## src/rtl/mb_crc3_rx.sv

```systemverilog
`default_nettype none
// ============================================================================
//  Module      : mb_crc3_rx
//  Description : Serial frame receiver. It takes 8 data bits, MSB first, then
//                3 CRC bits. It checks the frame against the CRC3 polynomial
//                x^3+x+1 and holds the byte until the consumer acknowledges it.
//  Revision    : 1.0 - initial release
// ============================================================================
module mb_crc3_rx (
    input  logic       GCLK,
    input  logic       CLEAR,
    input  logic       Ser_in,
    input  logic       Bit_en,
    input  logic       Frame_start,
    input  logic       Dack,
    output logic [7:0] Dout,
    output logic       Dvalid,
    output logic       ERROR,
    output logic       Overrun,
    output logic       Busy
);

    localparam logic [1:0] c_IDLE = 2'd0;
    localparam logic [1:0] c_DATA = 2'd1;
    localparam logic [1:0] c_CRC  = 2'd2;

    logic [1:0] r_state;
    logic [2:0] r_cnt;
    logic [2:0] r_lfsr;
    logic [7:0] r_shift;
    logic [7:0] r_dout;
    logic       r_dvalid;
    logic       r_error;
    logic       r_overrun;

    logic       w_fb;
    logic [2:0] w_lfsr_step;
    logic [2:0] w_lfsr_init;
    logic       w_start;
    logic       w_done;

    // LFSR next value for the current bit, and the value after one step from 000
    assign w_fb        = Ser_in ^ r_lfsr[2];
    assign w_lfsr_step = {r_lfsr[1], r_lfsr[0] ^ w_fb, w_fb};
    assign w_lfsr_init = {1'b0, Ser_in, Ser_in};

    // A strobed Frame_start always begins a new frame, even mid-frame.
    // Completion is the strobed edge that samples CRC bit 0, unless the same
    // edge restarts the frame.
    assign w_start = Bit_en & Frame_start;
    assign w_done  = Bit_en & ~Frame_start & (r_state == c_CRC) & (r_cnt == 3'd2);

    // Frame sequencing: state, bit counter, CRC register and data shifter
    always_ff @(posedge GCLK or posedge CLEAR) begin
        if (CLEAR) begin
            r_state <= c_IDLE;
            r_cnt   <= 3'd0;
            r_lfsr  <= 3'd0;
            r_shift <= 8'd0;
        end else if (w_start) begin
            r_state <= c_DATA;
            r_cnt   <= 3'd1;
            r_lfsr  <= w_lfsr_init;
            r_shift <= {7'd0, Ser_in};
        end else if (Bit_en) begin
            case (r_state)
                c_DATA: begin
                    r_shift <= {r_shift[6:0], Ser_in};
                    r_lfsr  <= w_lfsr_step;
                    if (r_cnt == 3'd7) begin
                        r_state <= c_CRC;
                        r_cnt   <= 3'd0;
                    end else begin
                        r_cnt <= r_cnt + 3'd1;
                    end
                end
                c_CRC: begin
                    r_lfsr <= w_lfsr_step;
                    if (r_cnt == 3'd2) begin
                        r_state <= c_IDLE;
                        r_cnt   <= 3'd0;
                    end else begin
                        r_cnt <= r_cnt + 3'd1;
                    end
                end
                c_IDLE: begin
                    r_state <= c_IDLE;
                end
                default: begin
                    r_state <= c_IDLE;
                    r_cnt   <= 3'd0;
                end
            endcase
        end
    end

    // Output holding register: load on completion, release on acknowledge
    always_ff @(posedge GCLK or posedge CLEAR) begin
        if (CLEAR) begin
            r_dout    <= 8'd0;
            r_dvalid  <= 1'b0;
            r_error   <= 1'b0;
            r_overrun <= 1'b0;
        end else if (w_done) begin
            r_dout   <= r_shift;
            r_error  <= (w_lfsr_step != 3'd0);
            r_dvalid <= 1'b1;
            // An acknowledge on the completion edge consumes the old byte, so
            // the sticky flag is left alone in that case
            if (r_dvalid && !Dack) begin
                r_overrun <= 1'b1;
            end
        end else if (Dack) begin
            r_dvalid  <= 1'b0;
            r_overrun <= 1'b0;
        end
    end

    assign Dout    = r_dout;
    assign Dvalid  = r_dvalid;
    assign ERROR   = r_error;
    assign Overrun = r_overrun;
    assign Busy    = (r_state == c_DATA) || (r_state == c_CRC);

endmodule
`default_nettype wire

```

## config.mk

```make
export PLATFORM = sky130hd
export DESIGN_NAME = mb_crc3_rx
export DESIGN_NICKNAME = d
export VERILOG_FILES = /design/src/rtl/mb_crc3_rx.sv
export SDC_FILE = /design/constraint.sdc
export NUM_CORES = 1
export LEC_CHECK = 0
export ABC_AREA = 1
export BUFFER_PORTS_ARGS = -buffer_cell sky130_fd_sc_hd__buf_4
export CAP_MARGIN = 20
export CORE_UTILIZATION = 45
export DETAILED_ROUTE_END_ITERATION = 7
export SYNTH_ARGS = -nofsm -noshare
export SYNTH_HDL_FRONTEND = slang
export SYNTH_SLANG_ARGS = --single-unit
export TNS_END_PERCENT = 20
```

## constraint.sdc

```tcl
create_clock -name GCLK -period 1.8 [get_ports GCLK]
set_clock_uncertainty 0.2 [all_clocks]
set_input_delay 0.36 -clock GCLK [delete_from_list [all_inputs] [get_ports GCLK]]
set_output_delay 0.36 -clock GCLK [all_outputs]
set_load 0.02 [all_outputs]
```

# After elaboration in Yosys (flattened, before gate mapping)
# Cells that the tools add are included.
dict set report word_totals {
  ff_bits 27
  inputBits 6
  out_inout_bits 12
  word_cells 59
}
dict set report op_classes {
  addsub 1
  n_eq_ne 8
  muxes 20
  n_bitwise 7
  n_reduce_logical 15
}
# cell count
set op_table {}
lappend op_table {{8-bit two-way mux} 3}
lappend op_table {{3-bit two-way mux} 7}
lappend op_table {{3-bit one-hot mux with 3 select lines} 1}
lappend op_table {{2-bit two-way mux} 4}
lappend op_table {{2-bit AND reduction} 4}
lappend op_table {{2-bit nonzero test} 4}
lappend op_table {{3-bit inequality test, second input constant} 2}
lappend op_table {{1-bit bitwise AND} 4}
lappend op_table {{1-bit two-way mux} 4}
lappend op_table {{2-bit one-hot mux with 2 select lines} 1}
lappend op_table {{3-bit by 1-bit adder with 3-bit output, second input constant} 1}
lappend op_table {{3-bit by 2-bit == test with 1-bit output, second input constant} 1}
lappend op_table {{3-bit == test, second input constant} 1}
lappend op_table {{3-bit AND reduction} 1}
lappend op_table {{3-bit nonzero test} 1}
lappend op_table {{2-bit by 1-bit == test with 1-bit output, second input constant} 1}
lappend op_table {{2-bit == test, second input constant} 1}
lappend op_table {{2-bit zero test} 1}
lappend op_table {{2-bit by 1-bit inequality test with 1-bit output, second input constant} 1}
lappend op_table {{2-bit inequality test, second input constant} 1}
lappend op_table {{2-bit OR reduction} 1}
lappend op_table {{1-bit XOR} 2}
lappend op_table {{1-bit logical AND} 1}
lappend op_table {{1-bit zero test} 1}
lappend op_table {{2 further kinds} 2}

# Longest topological paths before layout
dict set report logic_depth {
  depth_word 6
  ltp_mapped 8
  depth_no_buf 8
}

# Least setup slack after synthesis
# Ideal clock, no wire load.
dict set report synth_path {
  kind {register -> register}
  start {register r_state[0]}
  end {register r_lfsr[0]}
  setup_ns 0.120
  t_arrival_ns 1.183
  t_required_ns 1.480
  slack_ns 0.296
  path_stages_with_launch 8
  n_path_buf 0
  period_less_slack_ns 1.504
  path_cell_list {dfrtp_1 inv_1 ha_1 nand2_1 nand2_2 nand2_1 inv_1 a21oi_1}
}
dict set report synth_via {
  elab_chain_len 4
  word_cells_on_any_way 5
  classes_between {eq/ne (2); reduce/logical (3)}
}
# item line
set synth_lines {}
lappend synth_lines {{from (decl)} 27} ;# logic [1:0] r_state;
lappend synth_lines {{from (signal assigned)} 56} ;# r_state <= c_IDLE;
lappend synth_lines {{from (signal assigned)} 61} ;# r_state <= c_DATA;
lappend synth_lines {{from (signal assigned)} 71} ;# r_state <= c_CRC;
lappend synth_lines {{2-bit by 1-bit == test with 1-bit output / 2-bit == test (equally long branches)} 66} ;# case (r_state)
lappend synth_lines {{2-bit OR reduction (no line) (*)} n/a}
lappend synth_lines {{2-bit nonzero test (no line) (*)} n/a}
lappend synth_lines {{2-bit AND reduction (no line) (*)} n/a}
lappend synth_lines {{to (signal assigned)} 63} ;# r_lfsr <= w_lfsr_init;
lappend synth_lines {{to (signal assigned)} 69} ;# r_lfsr <= w_lfsr_step;
lappend synth_lines {{to (signal assigned)} 78} ;# r_lfsr <= w_lfsr_step;
lappend synth_lines {{to (decl)} 29} ;# logic [2:0] r_lfsr;
# Every way passes the cells marked *; elsewhere a longest branch is shown, timed or not.
# A chain may end at the register's enable or synchronous reset.

# Worst setup path after layout
dict set report layout_path {
  start {register r_state[0]}
  end {output Busy}
}
dict set report layout_via {
  elab_chain_len 2
  word_cells_on_any_way 3
  classes_between {eq/ne (2); reduce/logical (1)}
}
# item line
set layout_lines {}
lappend layout_lines {{2-bit by 1-bit == test with 1-bit output / 2-bit == test (equally long branches)} 123} ;# assign Busy = (r_state == c_DATA) || (r_state == c_CRC);
lappend layout_lines {{1-bit logical OR (*)} 123}
lappend layout_lines {{to (decl)} 20} ;# output logic Busy
# Marks and branches as above.

==> impl_metrics.csv <==
group,metric,value,unit
yosys,synth_area,0.00138,mm^2
sta,slew_viol_final,0,
power_and_ir_drop,power.total,1820,uW
yosys,synth_cell_types,20,
cts,cts-buffers-inserted,3,
yosys,synth-seq-cells,27,
worst_setup_path,critPathKind,"reg2out",
worst_setup_path,worstPathCellList,"inv_2 > ha_4 > buf_6",
route,totalWireLength,2200,um
hold_path,min_path_type,"in2reg",
route,wire_per_inst,10.8,um
cts,cts_tree,"done",
sta,tightest_slew,0.364,ns
cells_and_area,layout.nets,186,
sta,fin_crit,1.73,ns
worst_setup_path,end_kind,"primary output",
global_routing,antenna_found_initial,0,
sta,rsz0062_at_grt,"false",
worst_setup_path,worst_path_max_delay_cell,"dfrtp_1",
route,antenna_left,0,
cells_and_area,layout_commonest_cell,"nand2_1",
die,row_count,19,
global_routing,overflow,0,
placed_design,gp_congestion,0.807,
run,maxCapViolations,0,
die,die_y,57.3,um
sta,hold_viol_final,0,
cts,ctsHtreeMaxLevel,1,
yosys,synthesis.nets,164,
yosys,synth_warnings,0,
global_routing,grt_max_degree,28,
sta,hold_slack,0.0773,ns
power_and_ir_drop,p_leak,0.000837,uW
yosys,synth_top_cell_by_area,"dfrtp_1",
power_and_ir_drop,p_clk_share,13.8,%
placed_design,placed_cells,197,
die,fp.dieW,57.3,um
route,drc,4,
global_routing,first_global_vias,930,
worst_setup_path,worst_setup_path_start_kind,"register",
route,vias_per_cell,4.81,
worst_setup_path,worstPathMaxFanout,3,
route,via_count,977,
cells_and_area,area_growth,14.6,%
power_and_ir_drop,p_sw,694,uW
power_and_ir_drop,swShare,38.1,%
worst_setup_path,max_stage_delay,0.41,ns
die,die_area,0.00328,mm^2
sta,setup_violations,0,
die,start_util,48.7,%
worst_setup_path,cp.required,1.24,ns
cts,clockRootBuffer,"clkbuf_4",
placed_design,dp_hpwl,1620,um
sta,tns,0,ns
cts,clk_pin_slew,0.14,ns
cts,max-clock-path-buffers,2,
power_and_ir_drop,seqPwrFrac,43.4,%
route,drt_first_pass_iters,6,
yosys,ys_seq_area_share,49.1,%
yosys,synth.avg_cell_area,9.11,um^2
cells_and_area,mostFrequentLayoutCells,"nand2_1, dfrtp_1, inv_1, buf_4, nand2_2",
power_and_ir_drop,ir_drop,748,uV
sta,finalCritPeriodShare,96.2,%
cells_and_area,fillers,276,
yosys,synthTopCellsByArea,"dfrtp_1, nand2_1, inv_1",
placed_design,io_buffers,17,
cells_and_area,finalCoreUtilization,55.8,%
global_routing,grt_pass1_wl,3930,um
yosys,synth_cells,151,
cells_and_area,diodes,0,
route,first_iter_violations,43,
power_and_ir_drop,p_int,1130,uW
sta,max-slew-margin-rel,75.7,%
power_and_ir_drop,pwr_density_cell,1150,mW/mm^2
die,core,0.00283,mm^2
worst_setup_path,arrival,1.17,ns
cells_and_area,seq_area,676,um^2
power_and_ir_drop,power_frac_comb,42.8,%
cts,cts_sinks,27,
global_routing,grtUsageTotal,15.4,%
yosys,yosysTopAreaCellShare,49.1,%
sta,fmax,577,MHz
cells_and_area,stdcell_count,203,
cells_and_area,multi_input_comb_area,566,um^2
die,num_io_pins,18,
status,violations,"DRC",
cts,clock_latency,0.31,ns
cells_and_area,drive_above_1_share,32.0,%
status,status,"finished, violations left",
critical path: cells and delay by family, from the launching register on:
family | cells | cell delay [ns]
buffers and inverters | 2 | 0.18
adders and majority gates | 1 | 0.28
DFF | 1 | 0.41
sequential cells by signal, indices dropped and copies added (netlist names):
name	flops
r_state	2
r_cnt	3
Dout	8
r_shift	8
ERROR	1
Overrun	1
Dvalid	1
r_lfsr	3
final timing paths:
path	from	endpoint	slack, ns	depth (start not counted)
min	Ser_in	r_shift[0]	0.08	3
min reg2reg	Dout[5]	Dout[5]	0.31	2
min in group asynchronous	CLEAR	Dvalid	0.44	4
max reg2reg	r_cnt[0]	ERROR	0.16	7
max in group asynchronous	CLEAR	r_shift[7]	0.71	4
max	r_state[0]	Busy	0.07	3
repair_timing:
item / 4_1_cts / 5_1_grt
endpoints found under the setup margin: 1 / 1
hold buffers: 1 / 0
endpoints found under the hold margin: 27 / 0
buffers inserted: 0 / 1
pin swaps: 0 / 1
resized for setup: 3 / 1
routing by layer:
metal  track usage [%]  share of wire [%]  wire [um]
met1              19.8                 49       1080
met2              26.2                 48       1060
met3              2.72                2.3         50
met4              5.23               0.59         13
met5                 0                  0          0
cells in the mapped netlist:
| cell type | number |
|---|---|
| a21oi_4 | 1 |
| nand3_4 | 1 |
| inv_1 | 27 |
| o21ai_0 | 3 |
| clkinv_2 | 1 |
| nand4_1 | 1 |
| a21oi_1 | 4 |
| dfrtp_1 | 27 |
| buf_6 | 3 |
| nand2_1 | 30 |
| nor2_1 | 6 |
| nand2_2 | 13 |
| o21ai_2 | 9 |
| inv_2 | 2 |
| ha_1 | 7 |
| nand2_4 | 1 |
| nand3_1 | 7 |
| o22ai_1 | 6 |
| nor2_2 | 1 |
| nor3_1 | 1 |
power by group through the flow:
| stage | logic (uW) | clock network, uW | registers [uW] |
|---|---|---|---|
| 2_1_floorplan | 527 | 0 | 797 |
| 3_3_place_gp | 678 | 0 | 794 |
| 3_5_place_dp | 696 | 0 | 801 |
| 4_1_cts | 743 | 268 | 792 |
| 5_1_grt | 889 | 291 | 807 |
| 6_report | 780 | 251 | 789 |
logic make-up (layout without fill, tap and decap cells):
group           count (synthesis)  count (layout)  share of synthesized area [%]
compound gates                 23              23                           12.2
fa+ha+maj                       7               7                           6.36
buf+inv                        33              54                           10.7
flops                          27              27                           49.1
simple gates                   61              61                           21.6
layout make-up:
class,instances,area share [%]
Sequential cell,27,42.8
Multi-Input combinational cell,91,35.8
Timing Repair Buffer,20,9.91
Inverter,30,7.22
Tap cell,31,2.46
Clock buffer,3,1.43
Clock inverter,1,0.317
metrics by stage:
stage                     instance area [um^2]  setup WS, ns
after global placement                    1520         0.199
after global routing                      1580        0.0133
after floorplan                           1380         0.296
after CTS                                 1570        0.0222
after detailed placement                  1520         0.160
final                                     1580        0.0679
(Power assumes the default switching activity.)
